File: src/rtl/fir_pkg.sv
// ---------------------------------------------------------------------------
// fir_pkg
// Shared declarations for the FIR serial output stage:
//   DATA_WIDTH_DEF : default sample width
//   tx_state_t     : serializer states (IDLE, REQ, SHIFT, GAP)
//   cnt_width()    : width of a counter that must hold the values 0..n-1
// ---------------------------------------------------------------------------
package fir_pkg;

    localparam int DATA_WIDTH_DEF = 24;

    typedef enum logic [1:0] {
        IDLE  = 2'd0,
        REQ   = 2'd1,
        SHIFT = 2'd2,
        GAP   = 2'd3
    } tx_state_t;

    function automatic int cnt_width(input int n);
        return (n <= 2) ? 1 : $clog2(n);
    endfunction

endpackage

File: src/rtl/fir_sync_fifo.sv
// ---------------------------------------------------------------------------
// fir_sync_fifo
// Single-clock FIFO that buffers parallel samples ahead of the serializer.
// Full/empty use one extra pointer MSB, so all DEPTH slots are usable.
// The occupancy count is registered.
//
// Ports:
//   i_clk    clock
//   i_rst    synchronous active-high reset (empties the FIFO)
//   i_en     enable; low freezes pointers, count and memory
//   i_wr     write request (refused while full)
//   i_wdata  write data
//   i_rd     pop request (ignored while empty)
//   o_rdata  head of the FIFO (valid while not empty)
//   o_full   FIFO full
//   o_empty  FIFO empty
//   o_count  current occupancy, 0..DEPTH
// ---------------------------------------------------------------------------
module fir_sync_fifo
    import fir_pkg::*;
#(
    parameter int DATA_WIDTH = DATA_WIDTH_DEF,
    parameter int DEPTH      = 8
) (
    input  logic                    i_clk,
    input  logic                    i_rst,
    input  logic                    i_en,
    input  logic                    i_wr,
    input  logic [DATA_WIDTH-1:0]   i_wdata,
    input  logic                    i_rd,
    output logic [DATA_WIDTH-1:0]   o_rdata,
    output logic                    o_full,
    output logic                    o_empty,
    output logic [$clog2(DEPTH):0]  o_count
);

    localparam int AW = $clog2(DEPTH);

    logic [DATA_WIDTH-1:0] r_mem [DEPTH];
    logic [AW:0]           r_wptr;
    logic [AW:0]           r_rptr;
    logic [AW:0]           r_count;
    logic                  w_push;
    logic                  w_pop;

    // Same slot index with differing wrap bits means the writer lapped the reader.
    assign o_full  = (r_wptr[AW] != r_rptr[AW]) && (r_wptr[AW-1:0] == r_rptr[AW-1:0]);
    assign o_empty = (r_wptr == r_rptr);
    assign w_push  = i_en && i_wr && !o_full;
    assign w_pop   = i_en && i_rd && !o_empty;
    assign o_rdata = r_mem[r_rptr[AW-1:0]];
    assign o_count = r_count;

    always_ff @(posedge i_clk) begin
        if (i_rst) begin
            r_wptr  <= '0;
            r_rptr  <= '0;
            r_count <= '0;
        end else begin
            if (w_push) r_wptr <= r_wptr + 1'b1;
            if (w_pop)  r_rptr <= r_rptr + 1'b1;
            case ({w_push, w_pop})
                2'b10:   r_count <= r_count + 1'b1;
                2'b01:   r_count <= r_count - 1'b1;
                default: r_count <= r_count;
            endcase
        end
    end

    always_ff @(posedge i_clk) begin
        if (w_push) r_mem[r_wptr[AW-1:0]] <= i_wdata;
    end

endmodule

File: src/rtl/fir_serial_tx.sv
// ---------------------------------------------------------------------------
// fir_serial_tx
// Output stage of the FIR datapath: buffers parallel samples in a FIFO and
// serializes each one LSB-first behind a valid/ready handshake.
//
// Optional build macro FIR_TX_PARITY_EN: when defined, every frame carries
// one extra trailing even-parity bit (XOR of all data bits).
//
// Ports:
//   i_clk         clock
//   i_rst         synchronous active-high reset; aborts any word in flight
//   i_en          global enable; low freezes all state
//   i_word        parallel sample from the FIR core
//   i_word_valid  i_word valid this cycle
//   o_word_ready  FIFO can accept a word (not full, enabled, not in reset)
//   i_ready       serial consumer ready
//   o_dout        serial data, LSB first
//   o_dout_valid  a word is pending (REQ) or being shifted (SHIFT)
//   o_fifo_count  FIFO occupancy
//   o_overflow    sticky: a write was offered while the FIFO was full
// ---------------------------------------------------------------------------
module fir_serial_tx
    import fir_pkg::*;
#(
    parameter int DATA_WIDTH = DATA_WIDTH_DEF,
    parameter int FIFO_DEPTH = 8,
    parameter int GAP_CYCLES = 2
) (
    input  logic                         i_clk,
    input  logic                         i_rst,
    input  logic                         i_en,
    input  logic [DATA_WIDTH-1:0]        i_word,
    input  logic                         i_word_valid,
    output logic                         o_word_ready,
    input  logic                         i_ready,
    output logic                         o_dout,
    output logic                         o_dout_valid,
    output logic [$clog2(FIFO_DEPTH):0]  o_fifo_count,
    output logic                         o_overflow
);

`ifdef FIR_TX_PARITY_EN
    localparam int FRAME_W = DATA_WIDTH + 1;
`else
    localparam int FRAME_W = DATA_WIDTH;
`endif
    localparam int               BIT_W    = cnt_width(FRAME_W);
    localparam logic [BIT_W-1:0] BIT_LAST = BIT_W'(FRAME_W - 1);
    localparam int               GAP_W    = cnt_width((GAP_CYCLES > 0) ? GAP_CYCLES : 1);
    localparam logic [GAP_W-1:0] GAP_LAST = GAP_W'((GAP_CYCLES > 0) ? GAP_CYCLES - 1 : 0);

    tx_state_t              r_state;
    logic [FRAME_W-1:0]     r_shreg;
    logic [BIT_W-1:0]       r_bitcnt;
    logic [GAP_W-1:0]       r_gapcnt;
    logic                   r_dout;
    logic                   r_dout_valid;
    logic                   r_overflow;

    logic [DATA_WIDTH-1:0]  w_head;
    logic [FRAME_W-1:0]     w_frame;
    logic                   w_full;
    logic                   w_empty;

    fir_sync_fifo #(
        .DATA_WIDTH (DATA_WIDTH),
        .DEPTH      (FIFO_DEPTH)
    ) u_fifo (
        .i_clk   (i_clk),
        .i_rst   (i_rst),
        .i_en    (i_en),
        .i_wr    (i_word_valid),
        .i_wdata (i_word),
        .i_rd    (r_state == IDLE),
        .o_rdata (w_head),
        .o_full  (w_full),
        .o_empty (w_empty),
        .o_count (o_fifo_count)
    );

`ifdef FIR_TX_PARITY_EN
    // Parity rides in the shift register above the data so SHIFT needs no special case.
    assign w_frame = {^w_head, w_head};
`else
    assign w_frame = w_head;
`endif

    // Ready comes from the registered full flag, so a pop on a full FIFO
    // does not open room for a same-cycle write.
    assign o_word_ready = i_en && !i_rst && !w_full;
    assign o_dout       = r_dout;
    assign o_dout_valid = r_dout_valid;
    assign o_overflow   = r_overflow;

    always_ff @(posedge i_clk) begin
        if (i_rst) begin
            r_state      <= IDLE;
            r_bitcnt     <= '0;
            r_gapcnt     <= '0;
            r_dout       <= 1'b0;
            r_dout_valid <= 1'b0;
            r_overflow   <= 1'b0;
        end else if (i_en) begin
            if (i_word_valid && w_full) r_overflow <= 1'b1;

            case (r_state)
                IDLE: begin
                    r_dout       <= 1'b0;
                    r_dout_valid <= 1'b0;
                    // FIFO pops on this same edge (its i_rd is state == IDLE).
                    if (!w_empty) begin
                        r_shreg      <= w_frame;
                        r_dout_valid <= 1'b1;
                        r_state      <= REQ;
                    end
                end
                REQ: begin
                    if (i_ready) begin
                        r_dout   <= r_shreg[0];
                        r_shreg  <= r_shreg >> 1;
                        r_bitcnt <= '0;
                        r_state  <= SHIFT;
                    end
                end
                SHIFT: begin
                    // r_bitcnt is the index of the bit currently on o_dout.
                    if (r_bitcnt == BIT_LAST) begin
                        r_dout       <= 1'b0;
                        r_dout_valid <= 1'b0;
                        r_gapcnt     <= '0;
                        r_state      <= (GAP_CYCLES > 0) ? GAP : IDLE;
                    end else begin
                        r_bitcnt <= r_bitcnt + 1'b1;
                        r_dout   <= r_shreg[0];
                        r_shreg  <= r_shreg >> 1;
                    end
                end
                GAP: begin
                    if (r_gapcnt == GAP_LAST) r_state <= IDLE;
                    else                      r_gapcnt <= r_gapcnt + 1'b1;
                end
                default: r_state <= IDLE;
            endcase
        end
    end

endmodule

File: config.mk
export PLATFORM = sky130hd
export DESIGN_NAME = fir_serial_tx
export DESIGN_NICKNAME = d
export VERILOG_FILES = /design/src/rtl/fir_pkg.sv /design/src/rtl/fir_sync_fifo.sv /design/src/rtl/fir_serial_tx.sv
export SDC_FILE = /design/constraint.sdc
export NUM_CORES = 1
export LEC_CHECK = 0
export BUFFER_PORTS_ARGS = -buffer_cell sky130_fd_sc_hd__buf_2
export CORE_ASPECT_RATIO = 0.5
export CORE_MARGIN = 4
export CORE_UTILIZATION = 45
export DETAILED_ROUTE_END_ITERATION = 7
export GPL_ROUTABILITY_DRIVEN = 0
export SLEW_MARGIN = 20
export SYNTH_ARGS = -nofsm -noshare
export SYNTH_HDL_FRONTEND = slang
export SYNTH_SLANG_ARGS = --single-unit
File: constraint.sdc
create_clock -name i_clk -period 5.15 [get_ports i_clk]
set_clock_uncertainty 0.05 [all_clocks]
set_input_delay 0.2575 -clock i_clk [delete_from_list [all_inputs] [get_ports i_clk]]
set_output_delay 0.2575 -clock i_clk [all_outputs]
set_load 0.005 [all_outputs]
### Word-level counts from Yosys, hierarchy flattened

Memory sizes are Yosys's and may differ from the RTL's. A register that Yosys moved wholly into a read port is not among the register bits.
Index checks and enable logic that the tools add are counted.

| word-level totals | value |
|---|---|
| bits in registers | 47 |
| memories kept | 1 |
| bits in writable memories | 192 |

Memories:

| name | words | bits a word | read ports | clocked after memory_dff | wr ports | line | source |
|---|---|---|---|---|---|---|---|
| u_fifo.r_mem | 8 | 24 | 1 | 1 | 1 | fir_sync_fifo.sv:39 | `logic [DATA_WIDTH-1:0] r_mem [DEPTH];` |

| cells by class | value |
|---|---|
| reductions and logical operators | 24 |
| equal/unequal tests | 14 |
| bitwise operators | 1 |
| add/subtract/negate cells | 6 |
| muxes and demuxes | 25 |

Operator list:

| operator | number |
|---|---|
| $mux 24 | 3 |
| $pmux 24 s3 | 1 |
| $add 4x1->4 const B | 3 |
| $mux 5 | 2 |
| $ne 2x2->1 const B | 5 |
| $pmux 5 s2 | 1 |
| $reduce_and 3->1 | 3 |
| $logic_and 1x1->1 | 8 |
| $mux 2 | 4 |
| $pmux 2 s4 | 1 |
| $pmux 4 s2 | 1 |
| $reduce_bool 2->1 | 4 |
| $mux 1 | 7 |
| $eq 2x2->1 const B | 3 |
| $mux 3 | 2 |
| $reduce_and 6->1 | 1 |
| $add 5x1->5 const B | 1 |
| $eq 5x5->1 const B | 1 |
| $reduce_and 5->1 | 1 |
| $eq 2x1->1 const B | 2 |
| $eq 4x4->1 | 1 |
| $pmux 1 s2 | 2 |
| $reduce_and 4->1 | 1 |
| $sub 4x1->4 const B | 1 |
| 9 further kinds | 11 |

### Depth between registers and ports, before layout

| depth | value |
|---|---|
| depth in word-level cells | 6 |
| gate-level depth with buffers | 11 |

### By module

From an unflattened synthesis, not the netlist that was laid out.

| unflattened totals | value |
|---|---|
| cell total of the unflattened synthesis | 508 |
| area, all modules | 9729.3 sq um |

By module, submodules not included:

| module | seq. area each (sq um) | area an instance (sq um) | times used | cells each |
|---|---|---|---|---|
| fir_sync_fifo | 6065.8 | 8041.5 | 1 | 375 |
| fir_serial_tx | 940.9 | 1687.9 | 1 | 133 |

### Worst setup path after synthesis

No wires, ideal clock.

| timing path | value |
|---|---|
| kind | flip-flop to flip-flop |
| start | reg u_fifo.r_wptr[3] |
| end | mem u_fifo.r_mem[4][0] (netlist name), enable pin |
| period minus slack after synthesis | 3.519 ns |
| setup slack | 1.631 ns |
| path buffers | 0 |
| setup time | 0.440 ns |
| stages on the path, launching flop included | 5 |
| arrival time | 3.029 ns |
| cell sequence | dfxtp_1 > xnor2_1 > o41a_4 > or2b_2 > nor3b_1 |

| on the way | value |
|---|---|
| cells in the longest elaborated chain, start to end | 6 |

Ends and longest elaborated chain:

| element | line | source |
|---|---|---|
| start: declaration | fir_sync_fifo.sv:40 | `logic [AW:0] r_wptr;` |
| start signal: assignment | fir_sync_fifo.sv:60 | `if (w_push) r_wptr <= r_wptr + 1'b1;` |
| $ne 1x1->1 | fir_sync_fifo.sv:47 | `assign o_full = (r_wptr[AW] != r_rptr[AW]) && (r_wptr[AW-1:0] == r_rptr[AW-1:0]);` |
| $logic_and 1x1->1 | fir_sync_fifo.sv:47 |  |
| $logic_not 1->1 | fir_sync_fifo.sv:49 | `assign w_push = i_en && i_wr && !o_full;` |
| $logic_and 1x1->1 | fir_sync_fifo.sv:49 |  |
| $mux 1 | fir_sync_fifo.sv:71 | `if (w_push) r_mem[r_wptr[AW-1:0]] <= i_wdata;` |
| $mux 1 (implied by the code) | fir_sync_fifo.sv:71 |  |
| end: declaration | fir_sync_fifo.sv:39 |  |

Every way passes these cells.

### Worst setup path in the final report

| timing path | value |
|---|---|
| start | reg u_fifo.r_wptr[1] |
| end | reg u_fifo.r_count[2], in the netlist u_fifo.o_count[2] |

| on the way | value |
|---|---|
| cells in the longest elaborated chain, start to end | 6 |

Ends and longest elaborated chain:

| element | line | source |
|---|---|---|
| $eq 3x3->1 | fir_sync_fifo.sv:47 |  |
| $logic_and 1x1->1 | fir_sync_fifo.sv:47 |  |
| $logic_not 1->1 | fir_sync_fifo.sv:49 |  |
| $logic_and 1x1->1 | fir_sync_fifo.sv:49 |  |
| $eq 2x1->1 / $eq 2x2->1 (equally long branches) | fir_sync_fifo.sv:62 | `case ({w_push, w_pop})` |
| $pmux 4 s2 / $reduce_bool 2->1 (equally long branches) | - |  |
| end signal: assignment | fir_sync_fifo.sv:63 | `2'b10: r_count <= r_count + 1'b1;` |
| end signal: assignment | fir_sync_fifo.sv:64 | `2'b01: r_count <= r_count - 1'b1;` |
| end signal: assignment | fir_sync_fifo.sv:65 | `default: r_count <= r_count;` |
| end: declaration | fir_sync_fifo.sv:42 | `logic [AW:0] r_count;` |

Several ways; a longest one is shown, not always the timed one.
A chain may end at the register's enable or synchronous reset.

==> impl_metrics.ini <==
[worst_setup_path]
required_ns = 5.53
end_kind = register
path_cells = xor2_1, o41a_4, inv_4, ha_1, xor2_1, ha_1, a21oi_1, xor2_1, or3_1, a21oi_1
critPathMostFrequentCell = xor2_1
worstSetupStartpointType = register
path_delay_family = compound AO/OA/AOI/OAI gates
worstPathArrival_ns = 3.13
cp_slowest_stage_delay_ns = 0.63
critical_path_class = register to register
rr_startpoint = u_fifo.r_wptr[1]$_SDFFE_PP0P_
crit_buf_inv = 1
crit_path_start = u_fifo.r_wptr[1]$_SDFFE_PP0P_
crit_fanout = 12
cp_slowest_cell = dfxtp_1

[yosys]
synth.cell_area_sq_um = 9580
synth_nets = 559
synth_cells = 519
ys_warn_count = 0
ys_types = 48
synth_flop_cell = edfxtp_1
ys_ff_latch = 242
synth-edff-count = 216
synthArstFlopShare = 0
syn_avg_cell_area_sq_um = 18.5
yosysSeqAreaShare = 0.731

[drt]
drt-total-wl_microns = 17000
drtPass1Iterations = 4
routedWlPerCell_microns = 19.4
vias_per_cell = 5.37
drc = 0
detail-route-antenna-nets = 0
vias = 4697
drtIter0Drc = 257

[final_layout]
stdcell_count = 875
multi_input_area_sq_um = 2470
final-seq-area_sq_um = 7010
design_area_sq_um = 11000
fin_util = 0.530
antennaDiodeCount = 0
drive_gt1_frac = 0.233
fillers = 1638
fin_nets = 628
area_growth_syn_to_layout_pct = 14.8

[timing]
min_period_over_period = 0.535
tns_ns = 0
min_period_ns = 2.75
tightest_slew_ns = 0.998
setup_viol = 0
fmax_ghz = 0.363
slew_violations = 0
relSlewSlack = 0.335
rsz0062_at_grt = false
hold_violations = 0

[place]
postPlaceCellArea_sq_um = 10100
dp.cells = 813
hpwl_microns = 9060
io_buffer_count = 36

[global_routing]
antenna_found_initial = 0
use_met1 = 0.203
gr-total-overflow = 0
grt.busiest_layer = met2
gr-usage-met3 = 0.0266
track_usage = 0.144
grt_pass1_vias = 4767
grtUsageMet2 = 0.239
grt_start_max_net_pins = 52
grt_pass1_wl_microns = 27000

[power_and_ir_drop]
power_density_nw_per_um2 = 380
p_leak_nw = 3.51
ir_worst_vdd_mv = 0.222

[worst_hold_path]
hold_start = i_en
hold_class = input pin to register

[floorplan]
dieArea_sq_um = 23800
initial_core_util = 0.462
rows = 37
die_x_microns = 214
ios = 37
core-area_sq_um = 20700
die_h_microns = 111

[clocking]
clk_path_buf_depth = 3
cts_htree_levels = 1
cts.sinks = 242
root_buffer = clkbuf_16
cts_setup_buffers = 0
cts_tree = built
clk_latency_ns = 0.51
cts_made_buffers = 22
clk_pin_slew_ns = 0.07

[job]
cap_violations = 0

[status]
outcome = finished clean
## sequential cells by signal, summed over array words and instances (netlist names), 2 cells and up, named ones only
register	flops
u_fifo.r_wptr	4
r_state	2
u_fifo.r_rptr	4
u_fifo.r_mem	192
u_fifo.o_count	4
r_bitcnt	5
r_shreg	24
## area by class of cell
cell class              count  share of cell area
multi-input cells         246               0.225
repair buffers             69              0.0444
inverters                   7             0.00262
flip-flops and latches    242               0.637
well taps                 273              0.0310
clock buffers              27              0.0517
clock inverters            11             0.00796
## cell usage in the layout, fill, tap and decap left out, types with 3 or more instances in the layout
cell type | Yosys | routed
mux4_2 | 48 | 48
or3_1 | 5 | 5
o21ai_0 | 31 | 31
edfxtp_1 | 216 | 216
buf_2 | 8 | 36
dlygate4sd3_1 | 0 | 24
nand2_1 | 32 | 32
nor2_1 | 16 | 15
buf_4 | 3 | 9
inv_1 | 6 | 6
clkinv_1 | 0 | 6
mux2i_1 | 28 | 28
nand2b_1 | 7 | 7
xnor2_1 | 5 | 5
nor2b_1 | 3 | 3
clkbuf_16 | 0 | 22
nand3_1 | 4 | 4
xor2_1 | 7 | 7
a21oi_1 | 13 | 13
ha_1 | 11 | 11
dfxtp_1 | 26 | 23
clkbuf_1 | 12 | 5
nor3b_2 | 0 | 4
## metal layers
layer / wire length (microns) / part of all wire
met3: 510 / 0.030
met5: 0 / 0
met4: 234 / 0.014
met2: 8180 / 0.48
met1: 8090 / 0.48
## cell families after synthesis
family	share of synthesized area
xor+xnor	0.0110
flops	0.731
buf+inv	0.0146
simple gates	0.0443
compound gates	0.0385
fa+ha+maj	0.0144
mux	0.146
## Yosys cell counts (2+ instances only)
| library cell | instances | area, sq um |
|---|---|---|
| mux2i_1 | 28 | 280 |
| mux4_2 | 48 | 1080 |
| nand4b_1 | 2 | 17.5 |
| a21oi_1 | 13 | 65.1 |
| a211oi_1 | 2 | 15.0 |
| mux2_2 | 2 | 22.5 |
| clkbuf_1 | 12 | 45.0 |
| nor3_1 | 2 | 10.0 |
| nand4_1 | 2 | 12.5 |
| nor3b_1 | 5 | 37.5 |
| edfxtp_1 | 216 | 6490 |
| o21ai_0 | 31 | 155 |
| ha_1 | 11 | 138 |
| nand2_1 | 32 | 120 |
| nor2_1 | 16 | 60.1 |
| buf_4 | 3 | 22.5 |
| inv_1 | 6 | 22.5 |
| xor2_1 | 7 | 61.3 |
| xnor2_1 | 5 | 43.8 |
| or3_1 | 5 | 31.3 |
| dfxtp_1 | 26 | 521 |
| nor2b_1 | 3 | 18.8 |
| nand3_1 | 4 | 20.0 |
| buf_2 | 8 | 40.0 |
| nand2b_1 | 7 | 43.8 |
## worst paths after layout
| kind | cells after the start | slack [ns] | to |
|---|---|---|---|
| setup / recovery | 10 | 2.40 | u_fifo.o_count[2]$_SDFFE_PP0P_ |
| hold / removal | 2 | 0.07 | o_dout_valid$_SDFFE_PP0P_ |
| setup reg to reg | 10 | 2.40 | u_fifo.o_count[2]$_SDFFE_PP0P_ |
| hold reg to reg | 2 | 0.41 | o_overflow$_SDFFE_PP0P_ |
## through the flow
stage               total power, W  hold slack [ns]  worst slack, ns
floorplan                  0.00260            0.306             1.63
global placement           0.00269            0.396             2.46
detailed placement         0.00270            0.402             2.33
CTS                        0.00423           0.0563             2.32
global route               0.00437           0.0997             2.20
finish                     0.00418           0.0679             2.40
## timing repair
item,in CTS,in global routing
hold buffers,24,0
hold endpoints to repair,187,0
gates resized for setup,0,0
## power breakdown
part	switching (W)	total (W)	leakage, nW	internal [W]
Clock	0.000673	0.00151	0.320	0.000838
Sequential	0.0000669	0.00228	2.17	0.00221
Combinational	0.000193	0.000386	1.02	0.000193
## worst register-to-register path: stages, from the launching register on
cell	delay, ns
dfxtp_1	0.63
xor2_1	0.18
o41a_4	0.55
inv_4	0.11
ha_1	0.23
xor2_1	0.16
ha_1	0.15
a21oi_1	0.04
xor2_1	0.15
or3_1	0.30
a21oi_1	0.13
Power figures use the tool's default switching activity.
